**src/rtl/processador_pkg.sv**
```systemverilog
// Shared fetch-unit types: the fetch FSM state encoding and the default
// reset/halt instruction words.
package processador_pkg;

  typedef enum logic [1:0] {
    IDLE    = 2'd0,
    WAIT    = 2'd1,
    FULL    = 2'd2,
    STOPPED = 2'd3
  } fetch_state_t;

  localparam int                           DEFAULT_DATA_WIDTH = 32;
  localparam logic [DEFAULT_DATA_WIDTH-1:0] DEFAULT_NOP_WORD   = '0;
  localparam logic [DEFAULT_DATA_WIDTH-1:0] DEFAULT_HALT_WORD  = '1;

endpackage

```
**src/rtl/instruction_fetch.sv**
```systemverilog
// Instruction fetch: one memory read per PC value over a req/ack handshake,
// registered hand-off to decode, and the halt/advance control for the PC.
module instruction_fetch
  import processador_pkg::*;
#(
  parameter int                    ADDR_WIDTH  = 32,
  parameter int                    DATA_WIDTH  = 32,
  parameter logic [DATA_WIDTH-1:0] NOP_WORD    = DATA_WIDTH'(DEFAULT_NOP_WORD),
  parameter logic [DATA_WIDTH-1:0] HALT_WORD   = DATA_WIDTH'(DEFAULT_HALT_WORD),
  parameter int                    COUNT_WIDTH = 16
) (
  input  logic                   clock,
  input  logic                   reset_n,
  input  logic [ADDR_WIDTH-1:0]  pc,
  input  logic                   jump_taken,
  output logic                   fetch_halt,
  output logic                   mem_req,
  output logic [ADDR_WIDTH-1:0]  mem_addr,
  input  logic                   mem_ack,
  input  logic [DATA_WIDTH-1:0]  mem_rdata,
  output logic [DATA_WIDTH-1:0]  instruction,
  output logic                   instruction_valid,
  input  logic                   decode_stall,
  output logic [COUNT_WIDTH-1:0] fetch_count
);

  fetch_state_t          state, state_next;
  logic                  drop, drop_next;
  logic [DATA_WIDTH-1:0] skid;
  logic                  slot_free;
  logic                  squash;
  logic                  issue;
  logic                  accept;
  logic                  capture_skid;
  logic [DATA_WIDTH-1:0] accept_word;

  assign slot_free = !instruction_valid || !decode_stall;

  always_comb begin
    state_next   = state;
    drop_next    = drop;
    issue        = 1'b0;
    accept       = 1'b0;
    capture_skid = 1'b0;
    accept_word  = skid;
    // Once stopped, jumps no longer redirect the PC or squash the slot.
    squash       = jump_taken && (state != STOPPED);
    case (state)
      IDLE: begin
        if (slot_free && !jump_taken) begin
          issue      = 1'b1;
          state_next = WAIT;
        end
      end
      WAIT: begin
        if (mem_ack) begin
          if (drop || jump_taken) begin
            drop_next  = 1'b0;
            state_next = IDLE;
          end else if (slot_free) begin
            accept      = 1'b1;
            accept_word = mem_rdata;
            state_next  = (mem_rdata == HALT_WORD) ? STOPPED : IDLE;
          end else begin
            capture_skid = 1'b1;
            state_next   = FULL;
          end
        end else if (jump_taken) begin
          drop_next = 1'b1;
        end
      end
      FULL: begin
        if (jump_taken) begin
          state_next = IDLE;
        end else if (!decode_stall) begin
          accept      = 1'b1;
          accept_word = skid;
          state_next  = (skid == HALT_WORD) ? STOPPED : IDLE;
        end
      end
      STOPPED: ;
      default: state_next = IDLE;
    endcase
    fetch_halt = !(accept || squash);
  end

  always_ff @(posedge clock or negedge reset_n) begin
    if (!reset_n) begin
      state             <= IDLE;
      drop              <= 1'b0;
      mem_req           <= 1'b0;
      mem_addr          <= '0;
      instruction       <= NOP_WORD;
      instruction_valid <= 1'b0;
      fetch_count       <= '0;
    end else begin
      state   <= state_next;
      drop    <= drop_next;
      mem_req <= issue;
      if (issue) begin
        mem_addr <= pc;
      end
      // A jump beats both a new capture and normal consumption.
      if (squash) begin
        instruction_valid <= 1'b0;
      end else if (accept) begin
        instruction       <= accept_word;
        instruction_valid <= 1'b1;
      end else if (!decode_stall) begin
        instruction_valid <= 1'b0;
      end
      if (accept) begin
        fetch_count <= fetch_count + COUNT_WIDTH'(1);
      end
    end
  end

  // Skid entry holds a returned word while decode is stalled on the previous one.
  always_ff @(posedge clock) begin
    if (capture_skid) begin
      skid <= mem_rdata;
    end
  end

endmodule

```
**config.mk**
```make
export PLATFORM = sky130hd
export DESIGN_NAME = instruction_fetch
export DESIGN_NICKNAME = d
export VERILOG_FILES = /design/src/rtl/processador_pkg.sv /design/src/rtl/instruction_fetch.sv
export SDC_FILE = /design/constraint.sdc
export NUM_CORES = 1
export LEC_CHECK = 0
export BUFFER_PORTS_ARGS = -buffer_cell sky130_fd_sc_hd__buf_2
export CAP_MARGIN = 20
export CORE_UTILIZATION = 55
export DETAILED_ROUTE_END_ITERATION = 8
export PLACE_DENSITY = 0.91
export SLEW_MARGIN = 20
export SYNTH_ARGS = -nofsm -noshare
export SYNTH_HDL_FRONTEND = slang
export SYNTH_SLANG_ARGS = --single-unit
```
**constraint.sdc**
```tcl
create_clock -name clock -period 6.32 [get_ports clock]
set_input_delay 0.632 -clock clock [delete_from_list [all_inputs] [get_ports clock]]
set_output_delay 0.632 -clock clock [all_outputs]
set_load 0.02 [all_outputs]
```
Word-level counts from Yosys, hierarchy flattened
Cells that the tools add are included.
W data, S select, Z words.
{"block": "totals", "register_bits": 117, "out_inout_bits": 83, "inputBits": 69, "elab_cells": 66}
{"block": "op_classes", "n_eq_ne": 10, "muxes": 31, "n_reduce_logical": 15, "bitwise": 1, "add_sub_neg": 1}
{"operator": "$mux W32", "n": 4}
{"operator": "$eq A32 B32 Y1 const B", "n": 2}
{"operator": "$mux W1", "n": 17}
{"operator": "$add A16 B1 Y16 const B", "n": 1}
{"operator": "$mux W2", "n": 8}
{"operator": "$ne A2 B2 Y1 const B", "n": 3}
{"operator": "$pmux W2 S3", "n": 1}
{"operator": "$logic_not A1 Y1", "n": 4}
{"operator": "$reduce_and A4 Y1", "n": 1}
{"operator": "$logic_or A1 B1 Y1", "n": 3}
{"operator": "$ne A3 B1 Y1 const B", "n": 1}
{"operator": "$ne A3 B3 Y1 const B", "n": 1}
{"operator": "$reduce_and A3 Y1", "n": 1}
{"operator": "$reduce_bool A3 Y1", "n": 1}
{"operator": "$eq A2 B1 Y1 const B", "n": 1}
{"operator": "$eq A2 B2 Y1 const B", "n": 1}
{"operator": "$logic_and A1 B1 Y1", "n": 2}
{"operator": "$logic_not A2 Y1", "n": 1}
{"operator": "$ne A2 B1 Y1 const B", "n": 1}
{"operator": "$pmux W1 S2", "n": 1}
{"operator": "$reduce_and A2 Y1", "n": 1}
{"operator": "$reduce_bool A2 Y1", "n": 1}
{"operator": "$not A1 Y1", "n": 1}

Logic depth before layout (Yosys ltp)
Gate-level depths: netlist (run 1).
{"block": "depth", "depth_word": 8, "ltp_mapped": 10, "ltp_nobuf": 7}

Worst setup path before layout (run 1)
Ideal clock, no wire load.
{"block": "synth_path", "path_type": "register to register", "start": "register state[1]", "end": "register skid[0] (enable)", "setup_ps": 421, "stages_incl_launch_ff": 6, "required_time_ps": 5899, "synth_period_minus_slack_ps": 2692, "arrival_time_ps": 2271, "n_path_buf": 0, "slack_ps": 3628, "path_cell_list": "dfrtp_1 > inv_1 > ha_1 > and2b_1 > nand2b_1 > nor2_1"}
{"block": "synth_between", "elab_chain_len": 2}
{"element": "start: declaration", "line_no": "instruction_fetch.sv:27", "rtl": "fetch_state_t state, state_next;"}
{"element": "start signal: assignment", "line_no": "instruction_fetch.sv:97", "rtl": "state <= state_next;"}
{"element": "$eq A2 B1 Y1", "line_no": "instruction_fetch.sv:48", "rtl": "case (state)"}
{"element": "$mux W1", "line_no": "instruction_fetch.sv:48"}
{"element": "net capture_skid", "line_no": "instruction_fetch.sv:34", "rtl": "logic capture_skid;"}
{"element": "end signal: assignment", "line_no": "instruction_fetch.sv:121", "rtl": "skid <= mem_rdata;"}
{"element": "end: declaration", "line_no": "instruction_fetch.sv:29", "rtl": "logic [DATA_WIDTH-1:0] skid;"}
The timed path passes the listed nets, and every way through them passes these cells.
A chain may end at the register's enable or synchronous reset.

Worst setup path after layout (run 1)
{"block": "layout_path", "start": "register state[1]", "end": "output fetch_halt"}
{"block": "layout_between", "elab_chain_len": 4, "word_cells_on_any_way": 7, "classes_between": "eq/ne: 3; mux: 1; reduce/logical: 3"}
{"element": "$eq A2 B2 Y1, or another cell as far along", "line_no": "instruction_fetch.sv:48"}
{"element": "$pmux W1 S2 or $logic_and A1 B1 Y1 (tied branches)", "line_no": "instruction_fetch.sv:48, instruction_fetch.sv:47"}
{"element": "$logic_or A1 B1 Y1 *", "line_no": "instruction_fetch.sv:84", "rtl": "fetch_halt = !(accept || squash);"}
{"element": "$logic_not A1 Y1 *", "line_no": "instruction_fetch.sv:84"}
{"element": "end: declaration", "line_no": "instruction_fetch.sv:16", "rtl": "output logic fetch_halt,"}
Every way passes the cells marked *; elsewhere a longest branch is shown, timed or not.

==> reports/results.md, run 1 <==
| Parameter | Reported | Unit |
|---|---|---|
| Mean number of vias per cell | 5.630 | - |
| DP Wirelength | 7.914 | mm |
| Area fraction in compound gates after synthesis | 0.09597 | - |
| Antenna violations before repair | 0 | - |
| Number of different library cells in the post-synthesis netlist | 36 | - |
| Gate count of the mapped netlist | 401 | - |
| XOR/XNOR share of the synthesized area | 0.02611 | - |
| Largest net degree at the start of global routing | 86 | - |
| Crit path arrival time | 3.20 | ns |
| Fraction of power spent switching nets | 0.3547 | - |
| Crit-path max FO | 77 | - |
| Ratio of cells with drive above 1 in the final layout | 0.4596 | - |
| Clock network latency to the later pin of the worst-skew pair | 0.51 | ns |
| Relative contribution of sequential cells to total power | 0.355 | - |
| Worst setup slack after layout | 2.487 | ns |
| Area enclosed by the die boundary | 9537 | sq um |
| Final Total Pwr | 3.266 | mW |
| Largest family of logic cells by synthesized area | simple AND/OR/NAND/NOR gates | - |
| RSZ-0062 raised after global routing | false | - |
| Mux cell area share after synthesis | 0.07360 | - |
| Detailed Route WL | 12.09 | mm |
| Pwr/cell area | 503.0 | nW/um^2 |
| Clk Tree Root Cell | clkbuf_8 | - |
| Core ar. | 8806 | sq um |
| Inserted Clock Buffers | 17 | - |
| Total gr overflow | 0 | - |
| Max_cap viols | 0 | - |
| Leak | 2.899 | nW |
| Fraction of the yosys area taken by sequential cells | 0.6136 | - |
| Clock skew after layout | 0.01430 | ns |
| Critical path class | flop to primary output | - |
| Internal portion of total power | 2.108 | mW |
| Setup-failing EPs final | 0 | - |
| Accumulated negative setup slack | 0 | ns |
| DRC errors left | 32 | - |
| Hold violation count in the final report | 0 | - |
| Outcome | finished, violations left | - |
| Area fraction in and, or, nand and nor cells after synthesis | 0.1482 | - |
| Starting DRT DRC Count | 230 | - |
| GRT Total Usage | 0.2684 | - |
| Area Overhead vs Synth | 29.04 | % |
| Antenna diodes | 0 | - |
| Io pins | 152 | - |
| Final worst hold slack | 0.1742 | ns |
| CTS tree | done | - |
| Min cycle time layout | 3.833 | ns |
| Mean post-synth cell area | 12.55 | sq um |
| First-pass GRT wire length | 19.42 | mm |
| Clk sinks | 117 | - |
| Total cell area at the placement stage | 5848 | sq um |
| Vias in the first global route | 3897 | - |
| Final weighted congestion in routability-driven placement | 0.8173 | - |
| Share of the clock period used by the worst path | 0.6065 | - |
| Count of state elements after synthesis | 117 | - |
| Worst slew margin | 0.3120 | - |
| Number of filler cells placed in the layout | 569 | - |
| Post_cts resized | 0 | - |
| Cell row count | 34 | - |
| Number of port buffers | 151 | - |
| Number of levels the H-tree was split into | 4 | - |
| Total number of vias | 3817 | - |
| Fin. max-slew vios | 0 | - |
| Number of buffers inserted by post-CTS setup repair | 0 | - |
| Clock tree buffer depth | 2 | - |
| Summed area of non-filler cells in the final layout | 6494 | sq um |
| DR WL/cell | 17.83 | um |
| Net Count, Synth | 476 | - |
| Hold bufs inserted after CTS | 0 | - |
| Area share of fa/ha/maj cells after synthesis | 0.01492 | - |
| Switching power | 1.159 | mW |
| Top achievable clock speed | 260.9 | MHz |
| Pre-antenna DRT Iters | 6 | - |
| Clk slew on worst S/H paths | 0.06 | ns |
| Startpoint Class | flop | - |
| Initial standard-cell utilization of the core | 0.5715 | - |
| Slew at the pin with the worst max-slew slack | 1.032 | ns |
| Hold WC Path Type | input pin to async pin | - |
| Combinational cell fraction of total power | 0.339 | - |
| Proportion of power drawn by the clock network | 0.306 | - |
| Required time of the worst setup path | 5.69 | ns |
| Remaining number of nets flagged by the antenna check after routing | 0 | - |
| Die Span X | 97.66 | um |
| Vertical die dimension | 97.66 | um |
| Violated checks | design-rule violations | - |
| Minimum setup slack after placement | 3.015 | ns |
| YS warnings | 0 | - |
| Count of nets after finishing | 632 | - |
| Peak supply drop | 0.0002568 | V |
| Endpoint kind of the worst setup timing path | primary output | - |
| Cell area after synthesis | 5032 | sq um |
## cells by family (layout without fill, tap and decap cells)
| logic type | count (synthesis) | count (layout) |
|---|---|---|
| AOI/OAI and AO/OA | 45 | 45 |
| DFF | 117 | 117 |
| muxes | 33 | 33 |
| xor gates and xnor gates | 15 | 15 |
| buffers and inverters | 24 | 193 |
| adders and majority gates | 6 | 6 |
| and+or+nand+nor | 161 | 161 |
## synth_stat cells
cell,instances,area (sq um)
a21o_1,1,7.510
clkbuf_1,6,22.52
inv_1,6,22.52
o21ai_2,1,8.760
nor2_1,30,112.6
or4_1,1,7.510
a21oi_2,1,8.760
nor2b_1,1,6.260
dfrtp_1,85,2127
a21oi_1,5,25.02
buf_2,6,30.03
and2b_1,1,7.510
xnor2_1,12,105.1
nor4_1,2,12.51
and3_1,5,31.28
o21a_2,1,8.760
xor2_1,3,26.28
buf_4,1,7.510
ha_1,6,75.07
nor4_2,1,12.51
a31oi_2,32,400.4
nand2b_1,2,12.51
a21boi_1,1,7.510
nand3_1,9,45.04
nor3_1,5,25.02
edfxtp_1,32,960.9
o21ai_0,2,10.01
nand4_1,21,131.4
a31oi_1,1,6.260
mux2_2,32,360.4
mux2i_1,1,10.01
buf_6,5,56.30
and4_1,2,17.52
nand4b_1,1,8.760
nand2_1,74,277.8
nor2_2,6,37.54
## metal layers
| metal | share of wire | global-route usage |
|---|---|---|
| met2 | 0.52 | 0.4626 |
| met4 | 0.016 | 0.1049 |
| met3 | 0.078 | 0.07122 |
| met1 | 0.38 | 0.3209 |
| met5 | 0 | 0 |
## power groups by stage
stage / logic, mW / clock network (mW) / registers, mW
finish: 1.11 / 0.998 / 1.16
global route: 1.19 / 1.04 / 1.19
CTS: 1.12 / 1.01 / 1.16
detailed placement: 1.10 / 0 / 1.17
global placement: 1.07 / 0 / 1.15
floorplan: 0.475 / 0 / 1.43
## stage by stage
step | instances | util
after floorplan | 401 | -
after global placement | 646 | 0.6641
after detailed placement | 646 | 0.6641
after CTS | 678 | 0.7370
after global routing | 678 | 0.7374
final | 678 | 0.7374
## placed cells by master (no fill, tap or decap), types with 2 or more instances in the layout
| cell | count |
|---|---|
| buf_2 | 150 |
| dfrtp_1 | 85 |
| nand2_1 | 74 |
| mux2_2 | 32 |
| a31oi_2 | 32 |
| edfxtp_1 | 32 |
| nor2_1 | 29 |
| nand4_1 | 21 |
| clkbuf_16 | 21 |
| xnor2_1 | 12 |
| nand3_1 | 9 |
| nor2_2 | 7 |
| inv_1 | 6 |
| ha_1 | 6 |
| and3_1 | 5 |
| nor3_1 | 5 |
| a21oi_1 | 5 |
| buf_4 | 4 |
| xor2_1 | 3 |
| clkbuf_8 | 3 |
| clkinvlp_4 | 3 |
| nand2b_1 | 2 |
| o21ai_0 | 2 |
| nor4_1 | 2 |
| and4_1 | 2 |
| inv_4 | 2 |
| clkinv_2 | 2 |
## critical path, cell delays in order (launching register included)
cell	delay, ns
dfrtp_1	0.42
inv_1	0.11
ha_1	0.23
and2b_1	0.18
and3_1	0.16
buf_4	0.36
o21a_4	0.89
nor2_1	0.14
buf_2	0.21
## flip-flops by register name, summed over array words and instances, names as in the netlist
name,cells
drop,1
instruction,32
state,2
mem_addr,32
fetch_count,16
instruction_valid,1
skid,32
mem_req,1
## final timing paths
kind                            startpoint         endpoint  slack [ns]  depth (start not counted)
max                               state[1]       fetch_halt        2.49                          8
min                                reset_n  fetch_count[15]        0.17                          1
max reg2reg                       state[1]  fetch_count[10]        3.40                          8
min reg2reg                fetch_count[15]  fetch_count[15]        0.47                          1
max in group asynchronous          reset_n  instruction[17]        5.63                          1
min in group clock           mem_rdata[10]         skid[10]        0.33                          1
## final cells by class
| class | count | area (sq um) | area share |
|---|---|---|---|
| inverter | 6 | 22.52 | 0.003468 |
| tap | 108 | 135.1 | 0.02081 |
| clock buffer | 24 | 566.8 | 0.08728 |
| sequential | 117 | 3088 | 0.4755 |
| multi-input combinational | 260 | 1814 | 0.2794 |
| clock inverter | 8 | 75.07 | 0.01156 |
| timing repair buffer | 155 | 792.0 | 0.1220 |
(Power assumes the default switching activity.)
==> inputs of run 2 (changes only) <==
--- a/config.mk
+++ b/config.mk
@@ -7,9 +7,9 @@
 export LEC_CHECK = 0
 export BUFFER_PORTS_ARGS = -buffer_cell sky130_fd_sc_hd__buf_2
 export CAP_MARGIN = 20
-export CORE_UTILIZATION = 55
+export CORE_UTILIZATION = 51
 export DETAILED_ROUTE_END_ITERATION = 8
-export PLACE_DENSITY = 0.91
+export PLACE_DENSITY = 0.85
 export SLEW_MARGIN = 20
 export SYNTH_ARGS = -nofsm -noshare
 export SYNTH_HDL_FRONTEND = slang
==> constraint.sdc (replaced) <==
create_clock -name clock -period 3.6 [get_ports clock]
set_input_delay 0.36 -clock clock [delete_from_list [all_inputs] [get_ports clock]]
set_output_delay 0.36 -clock clock [all_outputs]
set_load 0.02 [all_outputs]
==> run 2 against run 1 <==
Net effect: the run now ends clean; cell area is essentially flat; non-clock buffer count grew 2; critical path depth is the same; utilization shrank 4.8 points; via count shrank 1.4%; sequential power grew 75%; combinational power grew 74%; first-iteration DRC count shrank 10%; highest routed layer unchanged.
==> reports/results.md, run 2 (synthesized netlist as in run 1, its figures left out) <==
| Parameter | Reported | Unit | Change |
|---|---|---|---|
| Startpoint of the most critical register-to-register path | state[1] | - |  |
| Total gr overflow | 0 | - | unchanged |
| GRT Total Usage | 0.2284 | - | -0.04006 |
| Pre-antenna DRT Iters | 4 | - | -2 |
| Max_cap viols | 0 | - | unchanged |
| CTS tree | done | - |  |
| Io pins | 152 | - | unchanged |
| Number of buffers inserted by post-CTS setup repair | 0 | - | unchanged |
| Worst path top cell family by delay | buffers and inverters | - |  |
| Count of nets after finishing | 634 | - | +0.32% |
| Area Overhead vs Synth | 28.92 | % | about the same |
| Hold violation count in the final report | 0 | - | unchanged |
| Hold bufs inserted after CTS | 0 | - | unchanged |
| Required time of the worst setup path | 3.24 | ns | -2.45 ns |
| Detailed Route WL | 11.09 | mm | -8.3% |
| Worst path max stage delay | 0.49 | ns | -0.40 ns |
| Number of levels the H-tree was split into | 4 | - | unchanged |
| Crit path buffers/inverters | 3 | - | unchanged |
| Antenna violations before repair | 0 | - | unchanged |
| Largest net degree at the start of global routing | 86 | - | unchanged |
| Clock skew after layout | 0.01163 | ns | -0.002662 ns |
| Antenna diodes | 0 | - | unchanged |
| DP Wirelength | 7.726 | mm | -2.4% |
| Core ar. | 9415 | sq um | +6.9% |
| Largest registers ranked by flip-flop count | instruction (32), mem_addr (32), skid (32) | - |  |
| First-pass GRT wire length | 17.68 | mm | -8.9% |
| Remaining number of nets flagged by the antenna check after routing | 0 | - | unchanged |
| Inserted Clock Buffers | 17 | - | unchanged |
| Vias in the first global route | 3661 | - | -6.1% |
| Vertical die dimension | 101.3 | um | +3.8% |
| Pwr/cell area | 861.9 | nW/um^2 | +71% |
| Hold WC Path Type | input pin to flop | - |  |
| DR WL/cell | 15.81 | um | -11% |
| Non-Filler Instances | 701 | - | +3.4% |
| Ratio of cells with drive above 1 in the final layout | 0.4545 | - | -0.005104 |
| Share of the clock period used by the worst path | 0.8626 | - |  |
| Total number of vias | 3763 | - | -1.4% |
| Endpoint kind of the worst setup timing path | primary output | - |  |
| Fin. max-slew vios | 0 | - | unchanged |
| Outcome | completed | - |  |
| Critical path class | flop to primary output | - |  |
| Mean number of vias per cell | 5.368 | - | -4.6% |
| Area enclosed by the die boundary | 10270 | sq um | +7.7% |
| Clk Tree Root Cell | clkbuf_8 | - |  |
| Accumulated negative setup slack | 0 | ns | unchanged |
| Setup-failing EPs final | 0 | - | unchanged |
| Crit path arrival time | 2.75 | ns | -0.45 ns |
| Starting DRT DRC Count | 206 | - | -10% |
| Leading cell type in the layout, fill and taps excluded | buf_2 | - |  |
| Initial standard-cell utilization of the core | 0.5345 | - | -0.03698 |
| Cell row count | 35 | - | +2.9% |
| Min cycle time layout | 3.105 | ns |  |
| DRC errors left | 0 | - | -100% |
| Critical-path top delay cell | o21a_4 | - |  |
| RSZ-0062 raised after global routing | false | - |  |
| Slew at the pin with the worst max-slew slack | 0.7781 | ns | -0.2539 ns |
| Clk slew on worst S/H paths | 0.06 | ns | about the same |
| Critical path origin | state[1] | - |  |
| Die Span X | 101.3 | um | +3.8% |
| Number of port buffers | 151 | - | unchanged |
| Worst slew margin | 0.4812 | - | +0.1693 |
| Peak supply drop | 0.0004545 | V | +77% |
| Crit-path max FO | 36 | - | -53% |
| Post_cts resized | 0 | - | unchanged |
| Top achievable clock speed | 322.0 | MHz |  |
| Clock tree buffer depth | 2 | - | unchanged |
| Hold Crit Start | mem_rdata[12] | - |  |
| Clk sinks | 117 | - | unchanged |
| Ordered cell list for the critical path | inv_1 > ha_1 > and2b_1 > and3_1 > buf_4 > o21a_4 > nor2_1 > buf_2 | - |  |
| Dpl cells | 668 | - | +3.4% |
| Leak | 2.875 | nW | -0.82% |
| Startpoint Class | flop | - |  |
| Clock network latency to the later pin of the worst-skew pair | 0.52 | ns | about the same |
| Final weighted congestion in routability-driven placement | 0.7874 | - | -3.7% |
| Commonest cells after routing, fill and taps aside | 150 x buf_2, 85 x dfrtp_1, 74 x nand2_1 | - |  |
## run 2: changes by cell type in the layout (fill, tap and decap cells not counted), sizes merged
cell | previous run | this run
buf | 155 | 156
bufinv | 1 | 3
clkbuf | 24 | 18
clkinv | 2 | 8
dlygate4sd3 | 0 | 1
inv | 8 | 6
## run 2: where the power goes
part / leakage, nW / total [mW] / internal, mW / switching, mW
combinational: 1.30 / 1.93 / 0.769 / 1.16
sequential: 1.30 / 2.03 / 1.78 / 0.249
clock: 0.276 / 1.63 / 1.05 / 0.588
total: 2.87 / 5.59 / 3.60 / 2.00
## run 2: stage by stage
step	utilization	setup slack, ns	hold slack (ns)	instance area (sq um)	power, mW
final	0.6890	0.4948	0.04408	6487	5.592
after CTS	0.6876	0.4749	0.02534	6474	5.643
after global routing	0.6890	0.3101	0.02965	6487	5.893
after global placement	0.6260	1.146	0.4621	5894	3.906
after floorplan	-	0.9082	0.06441	5032	3.337
after detailed placement	0.6260	1.012	0.4719	5894	3.994
## run 2: worst reg2reg max path, delay by kind of cell (launching register included)
kind | cells | cell delay (ns)
compound gates | 2 | 0.65
flops | 1 | 0.42
fa+ha+maj | 1 | 0.21
simple gates | 3 | 0.47
buf+inv | 3 | 0.75
## run 2: final timing paths
path	endpoint	slack, ns	depth (start not counted)
worst max-delay path	fetch_halt	0.49	8
worst min-delay path	skid[12]	0.04	1
worst max register to register	instruction[16]	1.02	9
worst min register to register	fetch_count[15]	0.48	1
max in group asynchronous	mem_addr[0]	2.59	2
min in group asynchronous	instruction[20]	0.44	2
## run 2: layout make-up
class | count | area [sq um]
Timing Repair Buffer | 157 | 822.0
Multi-Input combinational cell | 260 | 1814
Fill cell | 685 | 2928
Clock inverter | 14 | 161.4
Clock buffer | 18 | 417.9
Sequential cell | 117 | 3088
Inverter | 6 | 22.52
Tap cell | 129 | 161.4
## run 2: layer usage
metal / GRT usage / routed length, um / vias up
met4: 0.07692 / 145 / 0
met3: 0.07660 / 944 / 16
li1: - / - / 1750
met5: 0 / 0 / -
met2: 0.3768 / 5470 / 173
met1: 0.2835 / 4526 / 1824
==> inputs of run 3 (changes only) <==
--- a/config.mk
+++ b/config.mk
@@ -9,6 +9,7 @@
 export CAP_MARGIN = 20
 export CORE_UTILIZATION = 51
 export DETAILED_ROUTE_END_ITERATION = 8
+export MAX_ROUTING_LAYER = met4
 export PLACE_DENSITY = 0.85
 export SLEW_MARGIN = 20
 export SYNTH_ARGS = -nofsm -noshare
==> run 3 against run 2 <==
Net effect: global-route usage increased by 0.72 points; combinational power about the same; sequential share of layout area unchanged; clock skew about the same; register-to-register slack about the same; cell count unchanged.
==> reports/results.md, run 3 (synthesized netlist as in run 1, its figures left out) <==
| Parameter | Reported | Unit | Change |
|---|---|---|---|
| Outcome | completed | - |  |
| Cell row count | 35 | - | unchanged |
| Inserted Clock Buffers | 17 | - | unchanged |
| Detailed Route WL | 11.09 | mm | about the same |
| Slack of the worst reg-to-reg path | 1.02 | ns | about the same |
| Hold WC Path Type | input pin to flop | - |  |
| Required time of the worst setup path | 3.24 | ns | about the same |
| Remaining number of nets flagged by the antenna check after routing | 0 | - | unchanged |
| End of the worst register-to-register path | instruction[24] | - |  |
| Peak supply drop | 0.0004556 | V | +0.24% |
| Met1 Use GR | 0.2845 | - | +0.0009221 |
| Fraction of power spent switching nets | 0.3573 | - | about the same |
| Combinational cell fraction of total power | 0.344 | - | about the same |
| Min cycle time layout | 3.098 | ns | -0.006868 ns |
| Slew at the pin with the worst max-slew slack | 0.7702 | ns | -0.007957 ns |
| Clock tree buffer depth | 2 | - | unchanged |
| GRT Total Usage | 0.2356 | - | +0.007236 |
| Commonest cells after routing, fill and taps aside | 150 x buf_2, 85 x dfrtp_1, 74 x nand2_1 | - |  |
| Initial standard-cell utilization of the core | 0.5345 | - | unchanged |
| Fin. max-slew vios | 0 | - | unchanged |
| Area enclosed by the die boundary | 10270 | sq um | unchanged |
| Final standard cell utilization of the core | 0.6890 | - | unchanged |
| Relative contribution of sequential cells to total power | 0.363 | - | about the same |
| Core ar. | 9415 | sq um | unchanged |
| Final weighted congestion in routability-driven placement | 0.7984 | - | +1.4% |
| Startpoint Class | flop | - |  |
| Switching power | 1.999 | mW | +0.16% |
| Antenna diodes | 0 | - | unchanged |
| Ordered cell list for the critical path | inv_1 > ha_1 > and2b_1 > and3_1 > buf_4 > o21a_4 > nor2_1 > buf_2 | - |  |
| Total gr overflow | 0 | - | unchanged |
| Total cell area at the placement stage | 5894 | sq um | unchanged |
| Hold violation count in the final report | 0 | - | unchanged |
| Crit path arrival time | 2.74 | ns | about the same |
| Total number of vias | 3743 | - | -0.53% |
| Routing usage on met2 | 0.3773 | - | +0.0005233 |
| Non-Filler Instances | 701 | - | unchanged |
| Busiest layer in global routing | met2 | - |  |
| Clk sinks | 117 | - | unchanged |
| DR WL/cell | 15.82 | um | about the same |
| Number of buffers inserted by post-CTS setup repair | 0 | - | unchanged |
| Critical-path top delay cell | o21a_4 | - |  |
| Worst slew margin | 0.4865 | - | +0.005305 |
| DP Wirelength | 7.726 | mm | unchanged |
| Top achievable clock speed | 322.8 | MHz | +0.22% |
| Area Overhead vs Synth | 28.92 | % | unchanged |
| Number of levels the H-tree was split into | 4 | - | unchanged |
| Hold bufs inserted after CTS | 0 | - | unchanged |
| Antenna violations before repair | 0 | - | unchanged |
| RSZ-0062 raised after global routing | false | - |  |
| Post_cts resized | 0 | - | unchanged |
| Share of the clock period used by the worst path | 0.8607 | - | -0.001908 |
| Clock skew after layout | 0.01207 | ns | +0.0004353 ns |
| Critical path class | flop to primary output | - |  |
| Clk slew on worst S/H paths | 0.06 | ns | about the same |
| Largest net degree at the start of global routing | 86 | - | unchanged |
| Max_cap viols | 0 | - | unchanged |
| Largest registers ranked by flip-flop count | instruction (32), mem_addr (32), skid (32) | - |  |
| Vias in the first global route | 3671 | - | +0.27% |
| Ratio of cells with drive above 1 in the final layout | 0.4545 | - | unchanged |
| Clk Tree Root Cell | clkbuf_8 | - |  |
| First-pass GRT wire length | 17.63 | mm | -0.31% |
| Number of filler cells placed in the layout | 685 | - | unchanged |
| Critical path origin | state[1] | - |  |
| Crit-path max FO | 36 | - | unchanged |
| Internal portion of total power | 3.596 | mW | about the same |
| Io pins | 152 | - | unchanged |
| Dpl cells | 668 | - | unchanged |
| Worst path max stage delay | 0.49 | ns | about the same |
| Summed area of non-filler cells in the final layout | 6487 | sq um | unchanged |
| Endpoint kind of the worst setup timing path | primary output | - |  |
| Final Total Pwr | 5.595 | mW | about the same |
| Clock network latency to the later pin of the worst-skew pair | 0.52 | ns | about the same |
| Endpoint of the most critical setup path | fetch_halt | - |  |
| CTS tree | done | - |  |
| Setup-failing EPs final | 0 | - | unchanged |
| Count of nets after finishing | 634 | - | unchanged |
| Proportion of power drawn by the clock network | 0.293 | - | about the same |
| Startpoint of the most critical register-to-register path | state[1] | - |  |
| Accumulated negative setup slack | 0 | ns | unchanged |
| Starting DRT DRC Count | 193 | - | -6.3% |
| Leading cell type in the layout, fill and taps excluded | buf_2 | - |  |
| Number of port buffers | 151 | - | unchanged |
| Pwr/cell area | 862.4 | nW/um^2 | about the same |
| Global-route track usage on met3 | 0.06556 | - | -0.01104 |
| Die Span X | 101.3 | um | unchanged |
| Leak | 2.875 | nW | unchanged |
| Mean number of vias per cell | 5.340 | - | -0.53% |
| Vertical die dimension | 101.3 | um | unchanged |
| Pre-antenna DRT Iters | 4 | - | unchanged |
| R2R depth | 9 | - | unchanged |
| DRC errors left | 0 | - | unchanged |
[run 3: cell counts in the layout (fill, tap and decap cells not counted)]
Identical to the previous run, type by type.
[run 3: worst min path at each step]
| stage | from | endpoint | slack [ns] | depth (start not counted) |
|---|---|---|---|---|
| final | mem_rdata[12] | skid[12] | 0.05 | 1 |
| after global routing | mem_rdata[12] | skid[12] | 0.03 | 1 |
| after global placement | fetch_count[15] | fetch_count[15] | 0.46 | 1 |
| after detailed placement | fetch_count[15] | fetch_count[15] | 0.47 | 1 |
| after CTS | mem_rdata[12] | skid[12] | 0.03 | 1 |
| after floorplan | reset_n | drop | 0.06 | 0 |
[run 3: per-layer routing]
layer  up-vias  part of all wire
met5         -                 0
met4         0             0.014
met3        18             0.081
met2       174              0.50
met1      1799              0.41
li1       1752                 -
[run 3: metrics by stage]
stage / setup WS [ns] / hold WS, ns
after global routing: 0.3146 / 0.03226
after floorplan: 0.9082 / 0.06441
after detailed placement: 1.012 / 0.4719
final: 0.5016 / 0.04557
after global placement: 1.146 / 0.4621
after CTS: 0.4749 / 0.02534
[run 3: critical path, delay by kind of cell, from the launching register on]
kind,cells,cell delay [ns]
buffers and inverters,3,0.64
AO/OA/AOI/OAI,1,0.49
AND/OR/NAND/NOR,3,0.46
flip-flops,1,0.42
adder cells (fa/ha/maj),1,0.22
[run 3: power groups by stage]
stage / Sequential, mW / Combinational [mW] / Clock (mW)
2_1_floorplan: 2.50 / 0.833 / 0
3_3_place_gp: 2.02 / 1.88 / 0
3_5_place_dp: 2.05 / 1.95 / 0
4_1_cts: 2.03 / 1.95 / 1.66
5_1_grt: 2.08 / 2.09 / 1.72
6_report: 2.03 / 1.93 / 1.64
[run 3: area by class of cell]
| cell class | instances | area [sq um] | area share |
|---|---|---|---|
| clock buffer | 18 | 417.9 | 0.06442 |
| clock inverter | 14 | 161.4 | 0.02488 |
| inverter | 6 | 22.52 | 0.003472 |
| multi-input combinational | 260 | 1814 | 0.2797 |
| sequential | 117 | 3088 | 0.4760 |
| tap | 129 | 161.4 | 0.02488 |
| timing repair buffer | 157 | 822.0 | 0.1267 |
